## config.mk

```make
export PLATFORM = sky130hd
export DESIGN_NAME = vga_color_window_flat
export DESIGN_NICKNAME = d
export VERILOG_FILES = /design/src/rtl/vga_pkg.sv /design/src/rtl/vga_color_window_if.sv /design/src/rtl/vga_delay_line.sv /design/src/rtl/vga_color_window.sv /design/src/flat_wrapper.sv
export SDC_FILE = /design/constraint.sdc
export NUM_CORES = 1
export LEC_CHECK = 0
export CORE_MARGIN = 2
export CORE_UTILIZATION = 39
export CTS_CLUSTER_DIAMETER = 30
export CTS_CLUSTER_SIZE = 30
export DETAILED_ROUTE_END_ITERATION = 6
export GPL_TIMING_DRIVEN = 0
export PLACE_DENSITY = 0.66
export SLEW_MARGIN = 25
export SYNTH_ARGS = -nofsm -noshare
export SYNTH_HDL_FRONTEND = slang
export SYNTH_SLANG_ARGS = --single-unit
export TNS_END_PERCENT = 20
```

## constraint.sdc

```tcl
create_clock -name clk -period 2.99 [get_ports clk]
set_input_delay 0.897 -clock clk [delete_from_list [all_inputs] [get_ports clk]]
set_output_delay 0.897 -clock clk [all_outputs]
set_load 0.01 [all_outputs]
```

## src/rtl/vga_pkg.sv

```systemverilog
// vga_pkg: shared defaults, pixel format encodings and colour-bar channel bits for the VGA pipeline.
package vga_pkg;
    localparam int DEF_COLOR_WIDTH   = 4;
    localparam int DEF_REZ_MAX_WIDTH = 11;
    typedef enum logic {
        FMT_RGB = 1'b0,
        FMT_BGR = 1'b1
    } fmt_e;
    // bar index bit that lights each channel
    localparam int BAR_R = 0;
    localparam int BAR_G = 1;
    localparam int BAR_B = 2;
endpackage

```

## src/rtl/vga_color_window_if.sv

```systemverilog
// vga_color_window_if: pixel/counter/config inputs and colour outputs of the colour window stage.
interface vga_color_window_if import vga_pkg::*; #(
    parameter int COLOR_WIDTH   = DEF_COLOR_WIDTH,
    parameter int REZ_MAX_WIDTH = DEF_REZ_MAX_WIDTH
);
    logic [3*COLOR_WIDTH-1:0] data;
    logic [REZ_MAX_WIDTH-1:0] count_h;
    logic [REZ_MAX_WIDTH-1:0] count_v;
    logic [REZ_MAX_WIDTH-1:0] h_left_margin;
    logic [REZ_MAX_WIDTH-1:0] h_right_margin;
    logic [REZ_MAX_WIDTH-1:0] v_left_margin;
    logic [REZ_MAX_WIDTH-1:0] v_right_margin;
    logic                     border_en;
    logic [3*COLOR_WIDTH-1:0] border_color;
    logic                     format;
    logic                     test_mode;
    logic [COLOR_WIDTH-1:0]   red;
    logic [COLOR_WIDTH-1:0]   green;
    logic [COLOR_WIDTH-1:0]   blue;
    logic                     active;
    modport master (
        output data, count_h, count_v, h_left_margin, h_right_margin, v_left_margin, v_right_margin,
        output border_en, border_color, format, test_mode,
        input  red, green, blue, active
    );
    modport slave (
        input  data, count_h, count_v, h_left_margin, h_right_margin, v_left_margin, v_right_margin,
        input  border_en, border_color, format, test_mode,
        output red, green, blue, active
    );
endinterface

```

## src/rtl/vga_delay_line.sv

```systemverilog
// vga_delay_line: WIDTH x DEPTH shift register with synchronous clear.
module vga_delay_line #(
    parameter int WIDTH = 1,
    parameter int DEPTH = 1
) (
    input  logic             clk,
    input  logic             rst,
    input  logic [WIDTH-1:0] d,
    output logic [WIDTH-1:0] q
);
    logic [WIDTH-1:0] pipe [DEPTH];
    always_ff @(posedge clk) begin
        if (rst) begin
            for (int i = 0; i < DEPTH; i++) pipe[i] <= '0;
        end else begin
            pipe[0] <= d;
            for (int i = 1; i < DEPTH; i++) pipe[i] <= pipe[i-1];
        end
    end
    assign q = pipe[DEPTH-1];
endmodule

```

## src/rtl/vga_color_window.sv

```systemverilog
// vga_color_window: gates pixel colour to the display region, with border, channel order and frame-start margins.
// Define VGA_COLOR_TEST_PATTERN_EN to build the colour-bar source selected by test_mode.
module vga_color_window import vga_pkg::*; #(
    parameter int COLOR_WIDTH   = DEF_COLOR_WIDTH,
    parameter int REZ_MAX_WIDTH = DEF_REZ_MAX_WIDTH,
    parameter int PIPE_DEPTH    = 2,
    parameter int BAR_SHIFT     = 6
) (
    input logic               clk,
    input logic               rst,
    vga_color_window_if.slave bus
);
    localparam int CW = COLOR_WIDTH;
    localparam int RW = REZ_MAX_WIDTH;
`ifdef VGA_COLOR_TEST_PATTERN_EN
    localparam int BW = 5;
`else
    localparam int BW = 2;
`endif
    logic [RW-1:0]   hl, hr, vl, vr;
    logic            armed;
    logic            frame_start, in_c, edge_c;
    logic [BW-1:0]   dec_d, dec_q;
    logic [3*CW-1:0] data_fmt, pix;
    assign frame_start = bus.count_h == '0 && bus.count_v == '0;
    // margins only move at frame start so a frame never tears
    always_ff @(posedge clk) begin
        if (rst) begin
            {hl, hr, vl, vr} <= '0;
            armed <= 1'b0;
        end else if (frame_start) begin
            {hl, hr, vl, vr} <= {bus.h_left_margin, bus.h_right_margin, bus.v_left_margin, bus.v_right_margin};
            armed <= 1'b1;
        end
    end
    assign in_c = armed && bus.count_h >= hl && bus.count_h <= hr && bus.count_v >= vl && bus.count_v <= vr;
    assign edge_c = in_c && (bus.count_h == hl || bus.count_h == hr || bus.count_v == vl || bus.count_v == vr);
`ifdef VGA_COLOR_TEST_PATTERN_EN
    logic [RW-1:0] rel;
    logic [2:0]    bar;
    assign rel = bus.count_h - hl;
    assign dec_d = {in_c, edge_c, 3'(rel >> BAR_SHIFT)};
    assign bar = dec_q[2:0];
`else
    assign dec_d = {in_c, edge_c};
`endif
    // the first delay stage is the registered region test
    vga_delay_line #(.WIDTH(BW), .DEPTH(PIPE_DEPTH)) u_dly (.clk(clk), .rst(rst), .d(dec_d), .q(dec_q));
    assign data_fmt = fmt_e'(bus.format) == FMT_BGR
        ? {bus.data[CW-1:0], bus.data[2*CW-1:CW], bus.data[3*CW-1:2*CW]} : bus.data;
`ifdef VGA_COLOR_TEST_PATTERN_EN
    assign pix = dec_q[BW-2] && bus.border_en ? bus.border_color
        : bus.test_mode ? {{CW{bar[BAR_B]}}, {CW{bar[BAR_G]}}, {CW{bar[BAR_R]}}} : data_fmt;
`else
    assign pix = dec_q[BW-2] && bus.border_en ? bus.border_color : data_fmt;
`endif
    always_ff @(posedge clk) begin
        if (rst || !dec_q[BW-1]) begin
            {bus.blue, bus.green, bus.red} <= '0;
            bus.active <= 1'b0;
        end else begin
            {bus.blue, bus.green, bus.red} <= pix;
            bus.active <= 1'b1;
        end
    end
endmodule

```

## src/flat_wrapper.sv

```systemverilog
// flat-port wrapper written by rule: the top's interface ports become plain ports
module vga_color_window_flat import vga_pkg::*;
#(
    parameter int COLOR_WIDTH   = DEF_COLOR_WIDTH,
    parameter int REZ_MAX_WIDTH = DEF_REZ_MAX_WIDTH,
    parameter int PIPE_DEPTH    = 2,
    parameter int BAR_SHIFT     = 6
)
  (clk, rst, bus_data, bus_count_h, bus_count_v, bus_h_left_margin, bus_h_right_margin, bus_v_left_margin, bus_v_right_margin, bus_border_en, bus_border_color, bus_format, bus_test_mode, bus_red, bus_green, bus_blue, bus_active);
  vga_color_window_if #(.COLOR_WIDTH(COLOR_WIDTH), .REZ_MAX_WIDTH(REZ_MAX_WIDTH)) bus_i ();
  input logic clk;
  input logic rst;
  input wire logic [$bits(bus_i.data)-1:0] bus_data;
  input wire logic [$bits(bus_i.count_h)-1:0] bus_count_h;
  input wire logic [$bits(bus_i.count_v)-1:0] bus_count_v;
  input wire logic [$bits(bus_i.h_left_margin)-1:0] bus_h_left_margin;
  input wire logic [$bits(bus_i.h_right_margin)-1:0] bus_h_right_margin;
  input wire logic [$bits(bus_i.v_left_margin)-1:0] bus_v_left_margin;
  input wire logic [$bits(bus_i.v_right_margin)-1:0] bus_v_right_margin;
  input wire logic [$bits(bus_i.border_en)-1:0] bus_border_en;
  input wire logic [$bits(bus_i.border_color)-1:0] bus_border_color;
  input wire logic [$bits(bus_i.format)-1:0] bus_format;
  input wire logic [$bits(bus_i.test_mode)-1:0] bus_test_mode;
  output wire logic [$bits(bus_i.red)-1:0] bus_red;
  output wire logic [$bits(bus_i.green)-1:0] bus_green;
  output wire logic [$bits(bus_i.blue)-1:0] bus_blue;
  output wire logic [$bits(bus_i.active)-1:0] bus_active;
  assign bus_i.data = bus_data;
  assign bus_i.count_h = bus_count_h;
  assign bus_i.count_v = bus_count_v;
  assign bus_i.h_left_margin = bus_h_left_margin;
  assign bus_i.h_right_margin = bus_h_right_margin;
  assign bus_i.v_left_margin = bus_v_left_margin;
  assign bus_i.v_right_margin = bus_v_right_margin;
  assign bus_i.border_en = bus_border_en;
  assign bus_i.border_color = bus_border_color;
  assign bus_i.format = bus_format;
  assign bus_i.test_mode = bus_test_mode;
  assign bus_red = bus_i.red;
  assign bus_green = bus_i.green;
  assign bus_blue = bus_i.blue;
  assign bus_active = bus_i.active;
  vga_color_window #(.COLOR_WIDTH(COLOR_WIDTH), .REZ_MAX_WIDTH(REZ_MAX_WIDTH), .PIPE_DEPTH(PIPE_DEPTH), .BAR_SHIFT(BAR_SHIFT)) u_core (.clk(clk), .rst(rst), .bus(bus_i));
endmodule
```

==> results of run 1 <==
==> routing by layer <==
metal	global-route usage (%)	wire [µm]
met5	0	0
met1	22.22	3867
met4	6.090	125
met2	30.08	3802
met3	3.381	403
==> layout make-up <==
cell class | instances | area (µm²)
Timing Repair Buffer | 105 | 1051
Multi-Input combinational cell | 248 | 1883
Fill cell | 796 | 3762
Inverter | 46 | 172.7
Buffer | 14 | 125.1
Sequential cell | 62 | 1241
Clock inverter | 6 | 85.08
Clock buffer | 10 | 137.6
Tap cell | 108 | 135.1
==> power groups by stage <==
| stage | Combinational [µW] | Sequential, µW | Clock [µW] |
|---|---|---|---|
| after floorplan | 79.3 | 844 | 0 |
| after global placement | 233 | 844 | 0 |
| after detailed placement | 238 | 844 | 0 |
| after CTS | 240 | 825 | 845 |
| after global routing | 263 | 825 | 888 |
| final | 239 | 825 | 823 |
==> cell usage after synthesis, types with 2 or more instances <==
cell	n	area, µm²
a211o_1	2	17.52
a211oi_1	12	90.09
a21o_1	11	82.58
a21oi_1	18	90.09
buf_12	4	80.08
clkbuf_1	8	30.03
dfxtp_1	62	1241
ha_1	44	550.5
inv_1	46	172.7
mux2i_1	52	520.5
nand2_1	10	37.54
nand2b_1	3	18.77
nand3_1	7	35.03
nand3b_1	3	22.52
nand4_1	9	56.30
nor2_1	57	214.0
nor2b_1	2	12.51
nor4_1	4	25.02
o211ai_1	3	22.52
o21ai_0	2	10.01
==> per-stage QoR <==
step | utilization (%) | total power, µW | setup TNS [ns] | setup WS [ns]
6_report | 56.22 | 1887 | 0 | 0.2507
5_1_grt | 56.22 | 1975 | 0 | 0.1425
3_5_place_dp | 53.63 | 1082 | -5.047 | -0.1524
2_1_floorplan | - | 923.6 | 0 | 0.6418
3_3_place_gp | 53.63 | 1077 | -4.925 | -0.1386
4_1_cts | 56.22 | 1910 | 0 | 0.1951
==> cells by family (layout without fill, tap and decap cells) <==
family | after synthesis | count (layout) | synth area share [%]
buf+inv | 60 | 181 | 8.702
compound gates | 52 | 52 | 10.17
flops | 62 | 62 | 36.27
fa+ha+maj | 44 | 44 | 16.09
mux | 52 | 52 | 15.21
simple gates | 100 | 100 | 13.56
==> flip-flops by register name, summed over array words and instances (netlist names) <==
name               count
u_core.vl             11
u_core.bus.red         4
u_core.bus.active      1
u_core.bus.blue        4
u_core.bus.green       4
u_core.hr             11
u_core.vr             11
u_core.hl             11
u_core.armed           1
u_core.u_dly.pipe      4
==> worst min-delay path by stage <==
| stage | start | slack [ns] | endpoint |
|---|---|---|---|
| 2_1_floorplan | u_core.u_dly.pipe[0][0] | 0.41 | u_core.u_dly.pipe[0][2] |
| 3_3_place_gp | u_core.u_dly.pipe[0][1] | 0.42 | u_core.u_dly.pipe[0][3] |
| 3_5_place_dp | u_core.u_dly.pipe[0][1] | 0.43 | u_core.u_dly.pipe[0][3] |
| 4_1_cts | u_core.u_dly.pipe[0][1] | 0.45 | u_core.u_dly.pipe[0][3] |
| 5_1_grt | u_core.u_dly.pipe[0][1] | 0.47 | u_core.u_dly.pipe[0][3] |
| 6_report | u_core.u_dly.pipe[0][1] | 0.44 | u_core.u_dly.pipe[0][3] |
==> critical path: cells and delay by family <==
kind                   cells  cell delay [ns]
multiplexers               1             0.20
AND/OR/NAND/NOR            4             0.97
buffers and inverters      3             0.87
==> results.cfg, run 1 <==
[power_and_ir_drop]
power_density_mw_per_mm2 = 390.5
swShare_pct = 22.36
combPwrFrac_pct = 12.7
seq_power_share_pct = 43.7
clockPowerShare_pct = 43.6
power.internal_uw = 1465
p_leak_uw = 0.001790
max-vdd-ir-drop_mv = 0.1996
p_sw_uw = 421.9

[logic_synthesis]
syn_area_mm2 = 0.003422
synthesis.nets = 509
synth_edf_count = 0
synthFlopType = dfxtp_1
async_flop_share_pct = 0
ys_ff_latch = 62
synth-seq-area-share_pct = 36.27
yosysUniqueCellTypes = 31
yosys_warnings = 0
syn_area_per_cell_um2 = 9.249
postSynthCellCount = 370

[finish]
fin_cells = 599
drive_gt1_share_pct = 5.092
final_nets = 625
area_delta_synth_final_pct = 41.17
insertedDiodeCount = 0
final_cell_area_mm2 = 0.004831
layout_commonest_cell = clkdlybuf4s50_1
final_cell_mix = clkdlybuf4s50_1 (105), dfxtp_1 (62), nor2_1 (57), mux2i_1 (52), inv_1 (46)

[min_path]
holdPathStages = 1
hold_path_class = register to register

[setup_path]
startpoint_type = input pin
r2r_slack_ns = 0.94
cp.arrival_ns = 2.94
crit_fanout = 10
timing.rr.start = u_core.vr[6]
r2r-end = u_core.u_dly.pipe[0][0]
endpoint = u_core.vl[7]
worstPathCellList = clkdlybuf4s50_1, nor4_1, nand4_1, nor4_2, buf_6, buf_12, mux2i_1, nor2_1
required_ns = 3.19
endpoint_kind = register
slowest_stage = clkdlybuf4s50_1
crit_path_max_incr_delay_ns = 0.48
crit_path_start = bus_count_h[1]
r2r_cells = 7
critical_path_class = input pin to register

[sta]
holdWs_ns = 0.4446
max_slew_margin_pct = 64.06
fin_crit_ns = 2.739
drv_slew = 0
post-route-period-util_pct = 91.62
fin_skew_ns = 0.006563
max_freq_ghz = 0.3651
setup_violations = 0
rsz0062_at_grt = false
tightestPinTransition_ns = 0.5391
hold_viol_final = 0

[job]
maxCapViolations = 0

[detailed_routing]
wl_per_cell_um = 13.69
via_per_inst = 4.883
vias = 2925
wirelength_mm = 8.198
antenna_left = 0
drcViolationCount = 0
drt-initial-drc-count = 65
first_pass_iters = 4

[floorplan]
die_x_um = 97.67
die-area_mm2 = 0.009539
die_y_um = 97.67
core-area_mm2 = 0.008593
rows = 34
initial_core_util_pct = 39.82
io_pins = 108

[global_route]
grt_remaining_overflow = 0
antenna_found_initial = 0
grt_max_degree = 12
grt_pass1_vias = 3006
track_usage_pct = 17.63
grt_pass1_wl_mm = 13.79

[status]
outcome = complete, no violations

[clocking]
cts_tree = built
numClockSinks = 62
post_cts_buffers = 0
cts_resized = 0
cts_buffer_depth = 2
h-tree-depth = 3
cts_hold_buf = 0
cts_inserted_buffers = 9
path_clk_slew_ns = 0.07
cts_root_buf = clkbuf_8
clk_latency_ns = 0.33

[placement]
gp_congestion = 0.8354
place_hpwl_mm = 6.562
port_buffers = 105
dp.cells = 583
dpl_cell_area_mm2 = 0.004608
No activity file was read; power rests on OpenSTA's default activity.
==> run 2: changes to the inputs <==
--- a/config.mk
+++ b/config.mk
@@ -5,7 +5,7 @@
 export SDC_FILE = /design/constraint.sdc
 export NUM_CORES = 1
 export LEC_CHECK = 0
-export CORE_MARGIN = 2
+export CORE_MARGIN = 5
 export CORE_UTILIZATION = 39
 export CTS_CLUSTER_DIAMETER = 30
 export CTS_CLUSTER_SIZE = 30
==> results.cfg, run 2 (synthesis gave the netlist of run 1 again) <==
[status]
outcome = complete, no violations

[detailed_routing]
wirelength_mm = 8.400
first_pass_iters = 4
drt-initial-drc-count = 64
wl_per_cell_um = 14.02
via_per_inst = 4.836
drcViolationCount = 0
vias = 2897
antenna_left = 0

[sta]
hold_viol_final = 0
drv_slew = 0
holdWs_ns = 0.4437
post-route-period-util_pct = 90.86
setup_violations = 0
fin_crit_ns = 2.717
tightestPinTransition_ns = 0.5462
fin_skew_ns = 0.01023
max_freq_ghz = 0.3681
max_slew_margin_pct = 63.59
rsz0062_at_grt = false

[setup_path]
required_ns = 3.20
endpoint_kind = register
critical_path_class = input pin to register
cp.arrival_ns = 2.93
r2r_slack_ns = 1.00
crit_fanout = 10
startpoint_type = input pin

[global_route]
antenna_found_initial = 0
grt_remaining_overflow = 0
grt_max_degree = 11
grt_pass1_wl_mm = 13.92
track_usage_pct = 15.56
grt_pass1_vias = 2975

[placement]
gp_congestion = 0.8096
port_buffers = 105
place_hpwl_mm = 6.786
dp.cells = 583

[power_and_ir_drop]
combPwrFrac_pct = 13.4
swShare_pct = 23.31
power.internal_uw = 1356
max-vdd-ir-drop_mv = 0.2345
clockPowerShare_pct = 39.9
p_sw_uw = 412.1
seq_power_share_pct = 46.7
power_density_mw_per_mm2 = 369.1
p_leak_uw = 0.001779

[finish]
final_cell_mix = clkdlybuf4s50_1 (105), dfxtp_1 (62), nor2_1 (57), mux2i_1 (52), inv_1 (46)
insertedDiodeCount = 0
drive_gt1_share_pct = 4.684
final_nets = 625
fin_cells = 599
layout_commonest_cell = clkdlybuf4s50_1
area_delta_synth_final_pct = 39.96

[floorplan]
die_x_um = 103.7
rows = 34
die_y_um = 103.7
initial_core_util_pct = 39.63
io_pins = 108
core-area_mm2 = 0.008636
die-area_mm2 = 0.01075

[clocking]
h-tree-depth = 3
cts_buffer_depth = 2
post_cts_buffers = 0
clk_latency_ns = 0.34
cts_hold_buf = 0
path_clk_slew_ns = 0.07
cts_root_buf = clkbuf_8
cts_tree = built
cts_inserted_buffers = 9
cts_resized = 0
numClockSinks = 62

[min_path]
hold_path_class = register to register

[job]
maxCapViolations = 0
run 2: changes by cell type in the layout (fill, tap and decap cells not counted), sizes merged:
cell / change
bufinv: -1
clkbuf: +1
clkinv: +2
clkinvlp: -2
run 2: per-stage QoR:
step / TNS, ns / setup WS, ns / utilization [%] / total power [µW] / instance area, µm²
floorplan: 0 / 0.6418 / - / 923.6 / 3422
global placement: -5.420 / -0.1503 / 53.36 / 1077 / 4608
detailed placement: -4.188 / -0.1300 / 53.36 / 1081 / 4608
CTS: 0 / 0.2365 / 55.46 / 1790 / 4790
global route: 0 / 0.1061 / 55.46 / 1853 / 4790
finish: 0 / 0.2733 / 55.46 / 1768 / 4790
run 2: area by class of cell:
cell class,count,area (µm²)
Fill cell,802,3846
Clock inverter,5,50.05
Clock buffer,11,131.4
Timing Repair Buffer,105,1051
Sequential cell,62,1241
Tap cell,108,135.1
Buffer,14,125.1
Multi-Input combinational cell,248,1883
Inverter,46,172.7
run 2: final timing paths:
kind                           start                       to  cells after the start
max                   bus_count_h[1]             u_core.vl[4]                      8
min          u_core.u_dly.pipe[0][0]  u_core.u_dly.pipe[0][2]                      1
max reg2reg             u_core.vr[6]  u_core.u_dly.pipe[0][0]                      7
min reg2reg  u_core.u_dly.pipe[0][0]  u_core.u_dly.pipe[0][2]                      1
run 2: critical path, cell delays in order:
cell	delay (ns)
clkdlybuf4s50_1	0.47
nor4_1	0.47
nand4_1	0.22
nor4_2	0.20
buf_6	0.23
buf_12	0.16
mux2i_1	0.20
nor2_1	0.05
run 2: power groups by stage:
stage | registers, µW | clock network [µW] | logic, µW
after floorplan | 844 | 0 | 79.3
final | 825 | 706 | 236
after global routing | 825 | 768 | 260
after global placement | 844 | 0 | 232
after CTS | 825 | 726 | 239
after detailed placement | 844 | 0 | 237
run 2: per-layer routing:
| metal | share of wire [%] | wire (µm) | global-route usage (%) | vias to the layer above |
|---|---|---|---|---|
| met3 | 4.9 | 415 | 3.794 | 7 |
| met1 | 49 | 4082 | 20.85 | 1307 |
| met5 | 0 | 0 | 0 | - |
| met2 | 45 | 3799 | 24.59 | 76 |
| met4 | 1.2 | 102 | 4.995 | 0 |
| li1 | - | - | - | 1507 |
==> run 3: changes to the inputs <==
--- a/config.mk
+++ b/config.mk
@@ -5,7 +5,8 @@
 export SDC_FILE = /design/constraint.sdc
 export NUM_CORES = 1
 export LEC_CHECK = 0
-export CORE_MARGIN = 5
+export CORE_ASPECT_RATIO = 1.1
+export CORE_MARGIN = 3
 export CORE_UTILIZATION = 39
 export CTS_CLUSTER_DIAMETER = 30
 export CTS_CLUSTER_SIZE = 30
==> results.cfg, run 3 (synthesis gave the netlist of run 1 again) <==
[floorplan]
core-area_mm2 = 0.008452
io_pins = 108
rows = 35
die_x_um = 95.31
die-area_mm2 = 0.009936
initial_core_util_pct = 40.49
die_y_um = 104.2

[setup_path]
cp.arrival_ns = 2.97
crit_path_max_incr_delay_ns = 0.60
endpoint_kind = register
slowest_stage = or4_1
startpoint_type = input pin
worstPathCellList = clkdlybuf4s50_1, ha_1, nand4_1, or4_1, a21oi_1, o211ai_1, a211oi_1
critical_path_class = input pin to register
required_ns = 3.22
crit_fanout = 3

[clocking]
cts_root_buf = clkbuf_8
cts_inserted_buffers = 9
h-tree-depth = 3
numClockSinks = 62
clk_latency_ns = 0.33
cts_hold_buf = 0
post_cts_buffers = 0
cts_tree = built
cts_resized = 0
cts_buffer_depth = 2
path_clk_slew_ns = 0.06

[sta]
holdWs_ns = 0.4394
tightestPinTransition_ns = 0.5350
hold_viol_final = 0
setup_violations = 0
fin_skew_ns = 0.006942
post-route-period-util_pct = 91.69
drv_slew = 0
rsz0062_at_grt = false
max_freq_ghz = 0.3648
max_slew_margin_pct = 64.33
fin_crit_ns = 2.741

[power_and_ir_drop]
seq_power_share_pct = 43.0
max-vdd-ir-drop_mv = 0.2289
power_density_mw_per_mm2 = 396.1
power.internal_uw = 1513
swShare_pct = 21.18
combPwrFrac_pct = 12.3
total_power_uw = 1920
clockPowerShare_pct = 44.7
p_sw_uw = 406.6
p_leak_uw = 0.001802

[finish]
final_util_pct = 57.34
final_cell_mix = clkdlybuf4s50_1 (105), dfxtp_1 (62), nor2_1 (57), mux2i_1 (52), inv_1 (46)
nFillCells = 750
area_delta_synth_final_pct = 41.61
multi_input_comb_area_mm2 = 0.001883
final_nets = 625
final_cell_area_mm2 = 0.004846
insertedDiodeCount = 0
layout_commonest_cell = clkdlybuf4s50_1
drive_gt1_share_pct = 4.888
fin_cells = 602
regArea_mm2 = 0.001241

[detailed_routing]
wl_per_cell_um = 13.76
drt-initial-drc-count = 56
wirelength_mm = 8.283
via_per_inst = 4.841
antenna_left = 0
first_pass_iters = 4
drcViolationCount = 0
vias = 2914

[global_route]
grt_max_degree = 11
grt_remaining_overflow = 0
track_usage_pct = 17.11
grt_pass1_vias = 2962
grt_pass1_wl_mm = 13.51
antenna_found_initial = 0

[placement]
dpl_cell_area_mm2 = 0.004612
port_buffers = 105
dp.cells = 586
gp_congestion = 0.7897
place_hpwl_mm = 6.779

[min_path]
hold_path_class = register to register

[status]
outcome = complete, no violations

[job]
maxCapViolations = 0
run 3: changes by cell type in the layout (fill, tap and decap cells not counted):
cell | before | now
clkinv_2 | 4 | 1
bufinv_16 | 1 | 2
clkbuf_8 | 9 | 12
clkbuf_1 | 10 | 9
run 3: worst max-delay path: cells and delay by family:
kind / cells / cell delay (ns)
and+or+nand+nor: 2 / 0.73
AOI/OAI and AO/OA: 3 / 0.52
buffers and inverters: 1 / 0.47
adders and majority gates: 1 / 0.35
run 3: metal layers:
layer  vias to the layer above  wire [µm]  global-route usage [%]
met5                         -          0                       0
met4                         0         92                   6.186
met3                         8        518                   3.546
met2                        85       3969                   28.36
met1                      1313       3703                   21.59
li1                       1508          -                       -
run 3: worst paths after layout:
check,from,to,slack [ns],cells after the start
worst max-delay path,bus_count_v[6],u_core.u_dly.pipe[0][0],0.25,7
worst max register to register,u_core.vr[6],u_core.u_dly.pipe[0][0],0.96,7
worst min register to register,u_core.u_dly.pipe[0][0],u_core.u_dly.pipe[0][2],0.44,1
worst min-delay path,u_core.u_dly.pipe[0][0],u_core.u_dly.pipe[0][2],0.44,1
run 3: per-stage QoR:
stage | setup slack (ns) | setup TNS (ns)
3_3_place_gp | -0.1785 | -6.605
6_report | 0.2486 | 0
3_5_place_dp | -0.2123 | -6.202
5_1_grt | 0.08843 | 0
4_1_cts | 0.1470 | 0
2_1_floorplan | 0.6418 | 0
run 3: area by class of cell:
| class | count | area share, % |
|---|---|---|
| buffer | 14 | 2.582 |
| multi-input combinational | 248 | 38.86 |
| tap | 111 | 2.866 |
| inverter | 46 | 3.563 |
| timing repair buffer | 105 | 21.69 |
| sequential | 62 | 25.61 |
| clock inverter | 3 | 1.343 |
| clock buffer | 13 | 3.486 |
run 3: power by group through the flow:
stage	clock [µW]	combinational, µW	sequential [µW]
6_report	857	237	825
3_5_place_dp	0	237	844
2_1_floorplan	0	79.3	844
4_1_cts	883	240	825
5_1_grt	916	262	825
3_3_place_gp	0	232	844
